[config.mk]
export PLATFORM = sky130hd
export DESIGN_NAME = betting_sequencer
export DESIGN_NICKNAME = d
export VERILOG_FILES = /design/src/rtl/betting_sequencer.sv
export SDC_FILE = /design/constraint.sdc
export NUM_CORES = 1
export LEC_CHECK = 0
export BUFFER_PORTS_ARGS = -buffer_cell sky130_fd_sc_hd__buf_2
export CELL_PAD_IN_SITES_DETAIL_PLACEMENT = 1
export CELL_PAD_IN_SITES_GLOBAL_PLACEMENT = 1
export CORE_MARGIN = 3
export CORE_UTILIZATION = 43
export CTS_CLUSTER_SIZE = 12
export DETAILED_ROUTE_END_ITERATION = 8
export PLACE_DENSITY_LB_ADDON = 0.1
export SYNTH_ARGS = -nofsm -noshare
export SYNTH_HDL_FRONTEND = slang
export SYNTH_SLANG_ARGS = --single-unit
[constraint.sdc]
create_clock -name clk -period 3.91 [get_ports clk]
set_input_delay 0.782 -clock clk [delete_from_list [all_inputs] [get_ports clk]]
set_output_delay 0.782 -clock clk [all_outputs]
set_load 0.01 [all_outputs]
[src/rtl/betting_sequencer.sv]
// Turn-order and betting-round sequencer for a four-seat card table.
// Walks a hand through preflop..river, tracks who is still in and who owes action.
module betting_sequencer #(
  parameter int NPLAYERS   = 4,
  parameter int TIMEOUT    = 200,
  parameter int MAX_RAISES = 3
) (
  input  logic       clk,
  input  logic       reset,
  input  logic       start_game,
  input  logic       act_valid,
  input  logic [1:0] act_player,
  input  logic [1:0] act_code,
  output logic       act_ready,
  output logic       turn_valid,
  output logic [1:0] turn_player,
  output logic       advance,
  output logic       reset_game,
  output logic [2:0] stage,
  output logic [3:0] active_mask,
  output logic       winner_valid,
  output logic [1:0] winner_player
);

  localparam int TW = (TIMEOUT > 1) ? $clog2(TIMEOUT) : 1;
  localparam int RW = (MAX_RAISES > 0) ? $clog2(MAX_RAISES + 1) : 1;
  localparam logic [3:0]    ALL_SEATS  = 4'((1 << NPLAYERS) - 1);
  localparam logic [TW-1:0] TIMER_LAST = TW'(TIMEOUT - 1);
  localparam logic [RW-1:0] RAISE_CAP  = RW'(MAX_RAISES);
  localparam logic [1:0]    CODE_RAISE = 2'b01;
  localparam logic [1:0]    CODE_FOLD  = 2'b10;

  typedef enum logic [2:0] {IDLE, ADV, BET, SHOW, DONE} state_t;

  state_t        state, state_n;
  logic [2:0]    stage_n;
  logic [1:0]    dealer, dealer_n;
  logic [3:0]    active_n, pending, pending_n;
  logic [RW-1:0] raise_cnt, raise_n;
  logic [TW-1:0] timer, timer_n;
  logic [1:0]    turn_n, winner_n;
  logic          win_pulse_n;
  logic [3:0]    seat_bit, live_n, owe_n;
  logic [1:0]    code;
  logic          accept, expired, can_raise;

  // First seat at or after 'from' (wrapping) whose bit is set in mask.
  function automatic logic [1:0] first_set(input logic [3:0] mask, input logic [1:0] from);
    logic [1:0] seat;
    first_set = from;
    for (int k = 3; k >= 0; k--) begin
      seat = from + 2'(k);
      if (mask[seat]) first_set = seat;
    end
  endfunction

  function automatic logic only_one(input logic [3:0] mask);
    return (mask != 4'd0) && ((mask & (mask - 4'd1)) == 4'd0);
  endfunction

  function automatic logic [1:0] seat_of(input logic [3:0] onehot);
    seat_of = 2'd0;
    for (int i = 0; i < 4; i++) if (onehot[i]) seat_of = 2'(i);
  endfunction

  assign turn_valid = (state == BET);
  assign advance    = (state == ADV);
  assign reset_game = (state == DONE);
  assign act_ready  = turn_valid && (act_player == turn_player);

  always_comb begin
    state_n     = state;
    stage_n     = stage;
    dealer_n    = dealer;
    active_n    = active_mask;
    pending_n   = pending;
    raise_n     = raise_cnt;
    timer_n     = timer;
    turn_n      = turn_player;
    winner_n    = winner_player;
    win_pulse_n = 1'b0;

    seat_bit  = 4'b0001 << turn_player;
    accept    = act_valid && act_ready;
    // A seat that sits on the turn too long is folded as if it had folded itself.
    expired   = !accept && (timer == TIMER_LAST);
    code      = expired ? CODE_FOLD : act_code;
    can_raise = (raise_cnt < RAISE_CAP);
    live_n    = active_mask;
    owe_n     = pending & ~seat_bit;
    if (code == CODE_FOLD) live_n = active_mask & ~seat_bit;
    else if (code == CODE_RAISE && can_raise) owe_n = active_mask & ~seat_bit;

    case (state)
      IDLE: begin
        if (start_game) begin
          active_n = ALL_SEATS;
          state_n  = ADV;
        end
      end
      ADV: begin
        stage_n = stage + 3'd1;
        if (stage_n <= 3'd4) begin
          pending_n = active_mask;
          raise_n   = '0;
          timer_n   = '0;
          turn_n    = first_set(active_mask, dealer + 2'd1);
          state_n   = BET;
        end else begin
          state_n = SHOW;
        end
      end
      BET: begin
        if (accept || expired) begin
          timer_n   = '0;
          active_n  = live_n;
          pending_n = owe_n;
          if (code == CODE_RAISE && can_raise) raise_n = raise_cnt + 1'b1;
          if (code == CODE_FOLD && only_one(live_n)) begin
            winner_n    = seat_of(live_n);
            win_pulse_n = 1'b1;
            state_n     = DONE;
          end else if (owe_n == 4'd0) begin
            state_n = ADV;
          end else begin
            turn_n = first_set(owe_n, turn_player + 2'd1);
          end
        end else begin
          timer_n = timer + 1'b1;
        end
      end
      SHOW: state_n = DONE;
      DONE: begin
        stage_n  = 3'd0;
        dealer_n = dealer + 2'd1;
        state_n  = IDLE;
      end
      default: state_n = IDLE;
    endcase
  end

  always_ff @(posedge clk) begin
    if (reset) begin
      state         <= IDLE;
      stage         <= 3'd0;
      dealer        <= 2'd0;
      active_mask   <= 4'd0;
      pending       <= 4'd0;
      raise_cnt     <= '0;
      timer         <= '0;
      turn_player   <= 2'd0;
      winner_player <= 2'd0;
      winner_valid  <= 1'b0;
    end else begin
      state         <= state_n;
      stage         <= stage_n;
      dealer        <= dealer_n;
      active_mask   <= active_n;
      pending       <= pending_n;
      raise_cnt     <= raise_n;
      timer         <= timer_n;
      turn_player   <= turn_n;
      winner_player <= winner_n;
      winner_valid  <= win_pulse_n;
    end
  end

endmodule

==> results.sh, run 1 <==
export IMPL_synthToLayoutAreaGrowth_pct=13.2
export IMPL_synth_compound_area_share_pct=23.8
export IMPL_drtAntennaViolNets=0
export IMPL_netlist_area_mm2=0.00204
export IMPL_routed_top_layer="met4"
export IMPL_firstDrtPassIters=4
export IMPL_cp_cell_sequence="nand2_4, clkinv_4, nand4_4, a21oi_4, mux2i_1, or2_1, o22ai_2, or4_1, o311a_1"
export IMPL_drt_iter0_drc=115
export IMPL_syn_nets=278
export IMPL_post_route_drc_count=0
export IMPL_required_ps=4090
export IMPL_worstPathMaxFanout=13
export IMPL_worstMarginPinSlew_ps=786
export IMPL_synth_distinct_cells=58
export IMPL_htree_levels=2
export IMPL_num_antenna_cells=0
export IMPL_grt_pass1_wl_um=9170
export IMPL_power_density_mw_per_mm2=442
export IMPL_drv_cap=0
export IMPL_place_congestion=0.825
export IMPL_yosys_warnings=0
export IMPL_wire_per_inst_um=16.6
export IMPL_path_class="flip-flop to flip-flop"
export IMPL_finalSetupTns_ps=0
export IMPL_drt_total_wl_um=5610
export IMPL_cellLeakagePower_nw=0.986
export IMPL_cp_top_family="simple AND/OR/NAND/NOR gates"
export IMPL_run_status="finished, final reports clean"
export IMPL_grt_use_total_pct=21.4
export IMPL_muxShareOfSynthArea_pct=5.45
export IMPL_initial_core_util_pct=45.7
export IMPL_hold_path_class="flip-flop to flip-flop"
export IMPL_max_slew_margin_pct=47.1
export IMPL_layout_cells_non_filler=338
export IMPL_setup_ws_ps=802
export IMPL_crit_buf_inv=1
export IMPL_insertion_delay_ps=290
export IMPL_cts_resized=0
export IMPL_synth_area_top_cells="dfxtp_1 (30%), nor2_1 (7.2%), o21ai_0 (5.9%), nand2_1 (5.5%), ha_1 (4.9%)"
export IMPL_synth_fa_ha_area_share_pct=4.90
export IMPL_fin_skew_ps=9.29
export IMPL_r2r_start="state[1]"
export IMPL_numPortBuffers=23
export IMPL_cp_slowest_cell="mux2i_1"
export IMPL_post_cts_buffers=0
export IMPL_post_route_period_util_pct=79.5
export IMPL_slowest_delay_ps=570
export IMPL_period_needed_ps=3110
export IMPL_pre_cts_ws_ps=567
export IMPL_rsz0062_at_grt="false"
export IMPL_dp_cells=330
export IMPL_synth_top_family_by_area="simple AND/OR/NAND/NOR gates"
export IMPL_io_pins=24
export IMPL_layout_drive_gt1_share_pct=17.8
export IMPL_clk_pin_slew_ps=70
export IMPL_rows=24
export IMPL_cp_end_kind="flip-flop"
export IMPL_crit_path_start_kind="flip-flop"
export IMPL_ys_seq_area_share_pct=30.4
export IMPL_synth_flop_cell="dfxtp_1"
export IMPL_grt_max_degree=30
export IMPL_grt_overflow=0
export IMPL_fp_dieH_um=74.9
export IMPL_synthXorXnorAreaFrac_pct=2.14
export IMPL_hold_buffers=0
export IMPL_core_area_mm2=0.00447
export IMPL_vias=1969
export IMPL_synth_async_sr_flop_share_pct=0
export IMPL_wl_met1_um=2680
export IMPL_fmax_mhz=322
export IMPL_synth_edff_count=0
export IMPL_die_area_mm2=0.00561
export IMPL_synth_avg_cell_area_um2=7.80
export IMPL_first_global_vias=1879
export IMPL_yosysTopAreaCellShare_pct=30.4
export IMPL_drt_vias_per_instance=5.83
export IMPL_fp_dieW_um=74.9
export IMPL_antenna_found_initial=0
export IMPL_nNetsFinal=301
export IMPL_synth_most_common_cell="nor2_1"
export IMPL_clock_sinks=31
export IMPL_dr_wl_met2_um=2730
export IMPL_synth_common_cells="nor2_1 (39), dfxtp_1 (31), nand2_1 (30)"
export IMPL_cts_buffers=5
export IMPL_finalMaxSlewViolations=0
export IMPL_wl_met3_um=147
export IMPL_post_dp_hpwl_um=4140
export IMPL_root_buffer="clkbuf_8"
export IMPL_cts_tree="done"
export IMPL_hold_viol=0
export IMPL_finalSetupViolations=0
export IMPL_startpoint="state[1]"
export IMPL_cts_buffer_depth=2
export IMPL_synth_seq_cells=31
export IMPL_netlist_instances=262
export IMPL_vdd_drop_max_uv=294
export IMPL_yosys_area_share_simple_pct=28.8
export IMPL_arrival_ps=3290
export IMPL_hold_start="timer[7]"
export IMPL_yosysTopAreaCell="dfxtp_1"
## logic make-up after synthesis
logic type,after synthesis
xor gates and xnor gates,5
AOI/OAI and AO/OA,74
adders and majority gates,8
buffers and inverters,22
muxes,9
DFF,31
and+or+nand+nor,113
## cell usage in the layout (no fill, tap or decap), drive strengths merged, types with 2 or more instances in the layout
cell    instances
a21o            3
a21oi          17
a22oi           3
a311o           2
a311oi          5
a31oi           5
and2            3
and3            4
buf            25
clkbuf          5
clkinv          3
dfxtp          31
ha              8
inv            12
mux2i           7
nand2          31
nand2b          4
nand3           4
nand3b          2
nand4           2
nor2           41
nor2b           5
nor3            3
nor3b           2
nor4            3
o211ai          3
o21ai          24
o22ai           2
or2             4
or3b            2
xnor2           3
xor2            2
## metal layers
layer / up-vias / GRT usage [%]
li1: 981 / -
met5: - / 0
met4: 0 / 5.34
met2: 25 / 35.9
met3: 6 / 4.94
met1: 957 / 27.9
## registers in the layout, indices dropped and copies added, names as in the netlist
register	cells
raise_cnt	2
pending	4
turn_player	2
timer	8
active_mask	4
dealer	2
winner_player	2
state	3
winner_valid	1
stage	3
## worst register-to-register path, delay by kind of cell (launching register included)
family	cells	cell delay (ps)
flops	1	550
compound gates	3	550
buf+inv	1	160
simple gates	4	1170
mux	1	570
## metrics by stage
stage	cell area (um^2)	hold WS, ps	total power (W)	util (%)
final	2310	481	0.00102	51.7
after global routing	2310	504	0.00108	51.7
after CTS	2310	483	0.00103	51.7
after detailed placement	2200	475	0.000706	49.2
after global placement	2200	473	0.000699	49.2
after floorplan	2040	440	0.000610	-
## where the power goes
part	internal (W)	switching [W]
clock	0.000190	0.000130
sequential	0.000340	0.0000376
combinational	0.000122	0.000203
## cell type report
| type | count | area (um^2) |
|---|---|---|
| multi-input combinational | 209 | 1330 |
| clock inverter | 3 | 43.8 |
| tap | 52 | 65.1 |
| fill | 589 | 2160 |
| clock buffer | 5 | 68.8 |
| timing repair buffer | 25 | 130 |
| sequential | 31 | 621 |
| inverter | 13 | 53.8 |
## path summary, 6_finish.rpt
| kind | to | slack, ps | cells after the start |
|---|---|---|---|
| setup / recovery | turn_player[0] | 800 | 9 |
| hold / removal | timer[7] | 480 | 1 |
| setup reg to reg | turn_player[0] | 800 | 9 |
| hold reg to reg | timer[7] | 480 | 1 |
Power figures use the tool's default switching activity.
==> inputs of run 2 (changes only) <==
--- a/config.mk
+++ b/config.mk
@@ -5,11 +5,12 @@
 export SDC_FILE = /design/constraint.sdc
 export NUM_CORES = 1
 export LEC_CHECK = 0
+export ABC_AREA = 1
 export BUFFER_PORTS_ARGS = -buffer_cell sky130_fd_sc_hd__buf_2
 export CELL_PAD_IN_SITES_DETAIL_PLACEMENT = 1
 export CELL_PAD_IN_SITES_GLOBAL_PLACEMENT = 1
 export CORE_MARGIN = 3
-export CORE_UTILIZATION = 43
+export CORE_UTILIZATION = 37
 export CTS_CLUSTER_SIZE = 12
 export DETAILED_ROUTE_END_ITERATION = 8
 export PLACE_DENSITY_LB_ADDON = 0.1
==> constraint.sdc (replaced) <==
create_clock -name clk -period 2.85 [get_ports clk]
set_input_delay 0.57 -clock clk [delete_from_list [all_inputs] [get_ports clk]]
set_output_delay 0.57 -clock clk [all_outputs]
set_load 0.01 [all_outputs]
==> results.sh, run 2 <==
export IMPL_grt_overflow=0
export IMPL_yosysTopAreaCellShare_pct=28.3
export IMPL_cts_buffer_depth=2
export IMPL_core_area_mm2=0.00561
export IMPL_finalSetupViolations=0
export IMPL_seq_power_share_pct=27.2
export IMPL_rr_worst_depth=14
export IMPL_vdd_drop_max_uv=483
export IMPL_finalSetupTns_ps=0
export IMPL_layout_common_cells="nand2_1 (87), inv_1 (50), nor2_1 (32), nand3_1 (32), dfxtp_1 (31)"
export IMPL_drt_iter0_drc=90
export IMPL_netlist_area_mm2=0.00219
export IMPL_path_depth=14
export IMPL_vias=2314
export IMPL_synth_area_top_cells="dfxtp_1 (28%), nand2_1 (15%), inv_1 (8.6%), nand3_1 (7.3%), a21oi_1 (6.4%)"
export IMPL_cellLeakagePower_nw=1.17
export IMPL_drv_cap=0
export IMPL_cp_slowest_cell="dfxtp_1"
export IMPL_power_total_w=0.00224
export IMPL_worstPathMaxFanout=11
export IMPL_fmax_mhz=424
export IMPL_cp_end_kind="flip-flop"
export IMPL_post_dp_hpwl_um=5160
export IMPL_post_route_drc_count=0
export IMPL_rsz0062_at_grt="false"
export IMPL_grt_max_degree=24
export IMPL_synth_avg_cell_area_um2=6.36
export IMPL_drtAntennaViolNets=0
export IMPL_hold_path_class="flip-flop to flip-flop"
export IMPL_drt_total_wl_um=6450
export IMPL_place_congestion=0.817
export IMPL_rows=27
export IMPL_layout_drive_gt1_share_pct=15.6
export IMPL_run_status="finished, final reports clean"
export IMPL_first_global_vias=2410
export IMPL_p_int_w=0.00112
export IMPL_hold_buffers=0
export IMPL_fp_dieH_um=83.0
export IMPL_worstMarginPinSlew_ps=513
export IMPL_pre_cts_ws_ps=444
export IMPL_cp_cell_sequence="buf_4, nand2_1, nand2_2, nor2_2, nand3_2, nand2_1, nor2_1, inv_2, nand2_1, inv_1, nand3_1, nor2_1, nor2_1, nor2_1"
export IMPL_numPortBuffers=23
export IMPL_required_ps=3010
export IMPL_max_slew_margin_pct=65.6
export IMPL_crit_top_cell="nor2_1"
export IMPL_p_sw_w=0.00112
export IMPL_post_cts_buffers=0
export IMPL_fp_dieW_um=83.0
export IMPL_synthToLayoutAreaGrowth_pct=12.5
export IMPL_yosysTopAreaCell="dfxtp_1"
export IMPL_crit_path_start_kind="flip-flop"
export IMPL_cp_top_family="simple AND/OR/NAND/NOR gates"
export IMPL_cts_buffers=5
export IMPL_clk_pin_slew_ps=70
export IMPL_synth_seq_cells=31
export IMPL_post_route_period_util_pct=82.8
export IMPL_netlist_instances=345
export IMPL_comb_power_share_pct=57.0
export IMPL_io_pins=24
export IMPL_synth_async_sr_flop_share_pct=0
export IMPL_cts_tree="done"
export IMPL_synth_edff_count=0
export IMPL_initial_core_util_pct=39.1
export IMPL_insertion_delay_ps=290
export IMPL_slowest_delay_ps=490
export IMPL_antenna_found_initial=0
export IMPL_syn_nets=361
export IMPL_fillCellCount=790
export IMPL_htree_levels=2
export IMPL_root_buffer="clkbuf_8"
export IMPL_num_antenna_cells=0
export IMPL_ys_seq_area_share_pct=28.3
export IMPL_yosys_warnings=0
export IMPL_final_common_cell="nand2_1"
export IMPL_path_class="flip-flop to flip-flop"
export IMPL_largest_register="timer"
export IMPL_grt_use_total_pct=19.8
export IMPL_firstDrtPassIters=4
export IMPL_cts_resized=0
export IMPL_crit_buf_inv=3
export IMPL_wire_per_inst_um=14.5
export IMPL_grt_pass1_wl_um=11300
export IMPL_pwr_share_clk_pct=15.7
export IMPL_hold_viol=0
export IMPL_synth_flop_cell="dfxtp_1"
export IMPL_arrival_ps=2520
export IMPL_setup_ws_ps=490
export IMPL_finalMaxSlewViolations=0
export IMPL_reg_largest_list="timer: 8 flops, active_mask: 4 flops, pending: 4 flops"
export IMPL_synth_common_cells="nand2_1 (87), inv_1 (50), nand3_1 (32), nor2_1 (32), dfxtp_1 (31)"
export IMPL_drt_vias_per_instance=5.21
export IMPL_nNetsFinal=387
export IMPL_fin_skew_ps=7.41
export IMPL_largest_reg_flops=8
export IMPL_synth_distinct_cells=37
export IMPL_holdPathStages=2
export IMPL_clock_sinks=31
export IMPL_synth_most_common_cell="nand2_1"
export IMPL_die_area_mm2=0.00689
export IMPL_power_density_mw_per_mm2=907
export IMPL_period_needed_ps=2360
export IMPL_swShare_pct=50.1
run 2: per-stage QoR:
stage	instances	hold WS (ps)	area, um^2	utilization (%)
after floorplan	345	453	2190	-
after global placement	436	450	2380	42.5
after detailed placement	436	457	2380	42.5
after CTS	444	472	2470	44.0
after global routing	444	494	2470	44.0
final	444	466	2470	44.0
run 2: routing by layer:
| layer | GRT usage (%) | up-vias | share of wire, % |
|---|---|---|---|
| met4 | 4.01 | 0 | 1.1 |
| met2 | 34.6 | 24 | 49 |
| met1 | 25.7 | 1108 | 47 |
| met5 | 0 | - | 0 |
| met3 | 2.98 | 8 | 2.5 |
| li1 | - | 1174 | - |
run 2: cells by family after synthesis:
family | after synthesis | share of synthesized area, %
and+or+nand+nor | 177 | 37.3
AOI/OAI and AO/OA | 65 | 17.2
buffers and inverters | 60 | 11.1
DFF | 31 | 28.3
adders and majority gates | 8 | 4.56
xor gates and xnor gates | 4 | 1.60
run 2: final cells by class:
| type | count | area [um^2] | share of cell area [%] |
|---|---|---|---|
| clock buffers | 6 | 72.6 | 2.94 |
| clock inverters | 2 | 12.5 | 0.507 |
| inverters | 53 | 204 | 8.27 |
| multi-input cells | 254 | 1330 | 53.9 |
| flip-flops and latches | 31 | 621 | 25.2 |
| well taps | 72 | 90.1 | 3.65 |
| repair buffers | 26 | 138 | 5.58 |
run 2: worst min-delay path, cell delays in order (launching register included):
cell	delay, ps
dfxtp_1	310
nand2_1	60
a21oi_1	50
run 2: power groups by stage:
stage / logic, W / clock network [W] / registers [W]
floorplan: 0.000961 / 0 / 0.000604
global placement: 0.00125 / 0 / 0.000619
detailed placement: 0.00129 / 0 / 0.000622
CTS: 0.00129 / 0.000359 / 0.000612
global route: 0.00149 / 0.000381 / 0.000624
finish: 0.00128 / 0.000352 / 0.000610
run 2: path summary, 6_finish.rpt:
check / slack, ps / startpoint / to
worst max-delay path: 490 / turn_player[0] / turn_player[1]
worst min-delay path: 470 / winner_player[0] / winner_player[0]
worst min register to register: 470 / winner_player[0] / winner_player[0]
worst max register to register: 490 / turn_player[0] / turn_player[1]
==> inputs of run 3 (changes only) <==
--- a/config.mk
+++ b/config.mk
@@ -5,12 +5,12 @@
 export SDC_FILE = /design/constraint.sdc
 export NUM_CORES = 1
 export LEC_CHECK = 0
-export ABC_AREA = 1
+export ABC_AREA = 0
 export BUFFER_PORTS_ARGS = -buffer_cell sky130_fd_sc_hd__buf_2
 export CELL_PAD_IN_SITES_DETAIL_PLACEMENT = 1
 export CELL_PAD_IN_SITES_GLOBAL_PLACEMENT = 1
 export CORE_MARGIN = 3
-export CORE_UTILIZATION = 37
+export CORE_UTILIZATION = 39
 export CTS_CLUSTER_SIZE = 12
 export DETAILED_ROUTE_END_ITERATION = 8
 export PLACE_DENSITY_LB_ADDON = 0.1
==> constraint.sdc (replaced) <==
create_clock -name clk -period 1.9 [get_ports clk]
set_input_delay 0.38 -clock clk [delete_from_list [all_inputs] [get_ports clk]]
set_output_delay 0.38 -clock clk [all_outputs]
set_load 0.01 [all_outputs]
==> results.sh, run 3 (synthesis results as in run 1) <==
export IMPL_run_status="finished with violations"
export IMPL_violations="setup timing"
export IMPL_hold_path_class="flip-flop to flip-flop"
export IMPL_cellLeakagePower_nw=1.42
export IMPL_r2r_slack_ps=-770
export IMPL_power_density_mw_per_mm2=822
export IMPL_finalSetupViolations=21
export IMPL_worstMarginPinSlew_ps=666
export IMPL_fillCellCount=585
export IMPL_grt_overflow=0
export IMPL_r2r_end="turn_player[1]"
export IMPL_required_ps=2130
export IMPL_reg_largest_list="timer: 8 flops, active_mask: 4 flops, pending: 4 flops"
export IMPL_io_pins=24
export IMPL_hold_start="winner_player[0]"
export IMPL_vias=2601
export IMPL_grt_use_total_pct=28.3
export IMPL_dpl_cell_area_mm2=0.00274
export IMPL_die_area_mm2=0.00614
export IMPL_firstDrtPassIters=4
export IMPL_place_congestion=0.869
export IMPL_final_common_cell="buf_4"
export IMPL_drtAntennaViolNets=0
export IMPL_nNetsFinal=379
export IMPL_crit_top_cell="buf_4"
export IMPL_largest_register="timer"
export IMPL_drt_vias_per_instance=6.03
export IMPL_first_global_vias=2534
export IMPL_crit_path_start_kind="flip-flop"
export IMPL_max_slew_margin_pct=55.6
export IMPL_cts_tree="done"
export IMPL_vdd_drop_max_uv=577
export IMPL_fp_dieH_um=78.4
export IMPL_htree_levels=2
export IMPL_post_route_drc_count=0
export IMPL_cp_end_kind="flip-flop"
export IMPL_clk_pin_slew_ps=80
export IMPL_setup_ws_ps=-770
export IMPL_period_needed_ps=2670
export IMPL_cp_slowest_cell="a2111oi_1"
export IMPL_cp_cell_sequence="ha_4, nand4b_1, buf_6, nor2_8, a21oi_4, buf_4, buf_4, mux2i_1, nor3_1, a2111oi_1, nor4_1, nor2_1"
export IMPL_post_route_period_util_pct=141
export IMPL_hold_buffers=0
export IMPL_clock_sinks=31
export IMPL_min_to="winner_player[0]"
export IMPL_worstPathMaxFanout=6
export IMPL_pre_cts_ws_ps=-673
export IMPL_layout_common_cells="buf_4 (68), nor2_1 (36), nand2_1 (29)"
export IMPL_grt_max_degree=30
export IMPL_fin_skew_ps=3.80
export IMPL_numPortBuffers=23
export IMPL_arrival_ps=2900
export IMPL_rows=25
export IMPL_power_total_w=0.00262
export IMPL_fp_dieW_um=78.4
export IMPL_insertion_delay_ps=290
export IMPL_fin_area_mm2=0.00318
export IMPL_drt_iter0_drc=115
export IMPL_core_area_mm2=0.00488
export IMPL_grt_pass1_wl_um=13400
export IMPL_rr_worst_depth=12
export IMPL_crit_buf_inv=3
export IMPL_cp_top_family="compound AO/OA/AOI/OAI gates"
export IMPL_finalMaxSlewViolations=0
export IMPL_synthToLayoutAreaGrowth_pct=55.7
export IMPL_fmax_mhz=375
export IMPL_fin_util_pct=65.2
export IMPL_num_antenna_cells=0
export IMPL_drt_total_wl_um=9730
export IMPL_path_class="flip-flop to flip-flop"
export IMPL_largest_reg_flops=8
export IMPL_initial_core_util_pct=41.9
export IMPL_rsz0062_at_grt="true"
export IMPL_wire_per_inst_um=22.6
export IMPL_holdPathStages=2
export IMPL_layout_drive_gt1_share_pct=45.6
export IMPL_drv_cap=0
export IMPL_cts_buffers=5
export IMPL_antenna_found_initial=0
export IMPL_hold_viol=0
export IMPL_root_buffer="clkbuf_8"
export IMPL_slowest_delay_ps=520
export IMPL_cts_buffer_depth=2
export IMPL_r2r_start="timer[0]"
export IMPL_post_dp_hpwl_um=5240
run 3: cell count changes in the layout (fill, tap and decap cells not counted), sizes merged, moves of 6 or more:
| cell | previous run | this run |
|---|---|---|
| buf | 26 | 103 |
| nand2 | 98 | 31 |
| inv | 53 | 13 |
| nand3 | 36 | 4 |
| a21oi | 30 | 17 |
| nor2 | 33 | 41 |
| mux2i | 0 | 7 |
| a221oi | 6 | 0 |
run 3: power breakdown:
| part | switching [W] | leakage (nW) | internal [W] |
|---|---|---|---|
| sequential | 0.0000530 | 0.256 | 0.000704 |
| combinational | 0.000726 | 1.12 | 0.000578 |
| clock | 0.000299 | 0.0445 | 0.000256 |
| total | 0.00108 | 1.42 | 0.00154 |
run 3: what timing repair did:
| action | CTS | global route |
|---|---|---|
| pin swaps | 13 | 6 |
| buffers inserted | 9 | 9 |
| setup endpoints to repair | 17 | 23 |
| gates resized for setup | 26 | 34 |
run 3: layout make-up:
type                    count  area (um^2)  area share [%]
clock inverters             3         18.8           0.590
repair buffers            103          767            24.1
well taps                  67         83.8            2.64
flip-flops and latches     31          633            19.9
clock buffers               5         68.8            2.16
multi-input cells         209         1550            48.8
inverters                  13         56.3            1.77
run 3: through the flow:
stage | cells | hold WS, ps | setup TNS, ps
global placement | 406 | 475 | -4520
global route | 431 | 548 | -8320
floorplan | 262 | 440 | -1530
CTS | 423 | 503 | -3020
finish | 431 | 494 | -6350
detailed placement | 406 | 483 | -5930
run 3: how the worst max path moves through the flow:
stage / end / start / cells past startpoint / slack (ps)
2_1_floorplan: turn_player[0] / turn_player[0] / 8 / -510
3_3_place_gp: turn_player[0] / act_player[1] / 9 / -610
3_5_place_dp: turn_player[0] / act_player[0] / 9 / -670
4_1_cts: turn_player[0] / timer[0] / 10 / -550
5_1_grt: turn_player[1] / timer[0] / 12 / -870
6_report: turn_player[1] / timer[0] / 12 / -770
run 3: tightest hold or removal path, cell delays in order, from the launching register on:
cell,delay (ps)
dfxtp_1,330
mux2i_1,60
nor2_1,70
run 3: routing by layer:
| metal | vias to the layer above | global-route usage (%) | wire length (um) |
|---|---|---|---|
| met3 | 53 | 5.62 | 519 |
| met1 | 1275 | 32.2 | 3750 |
| li1 | 1142 | - | - |
| met4 | 0 | 13.1 | 580 |
| met5 | - | 0 | 0 |
| met2 | 131 | 50.6 | 4890 |
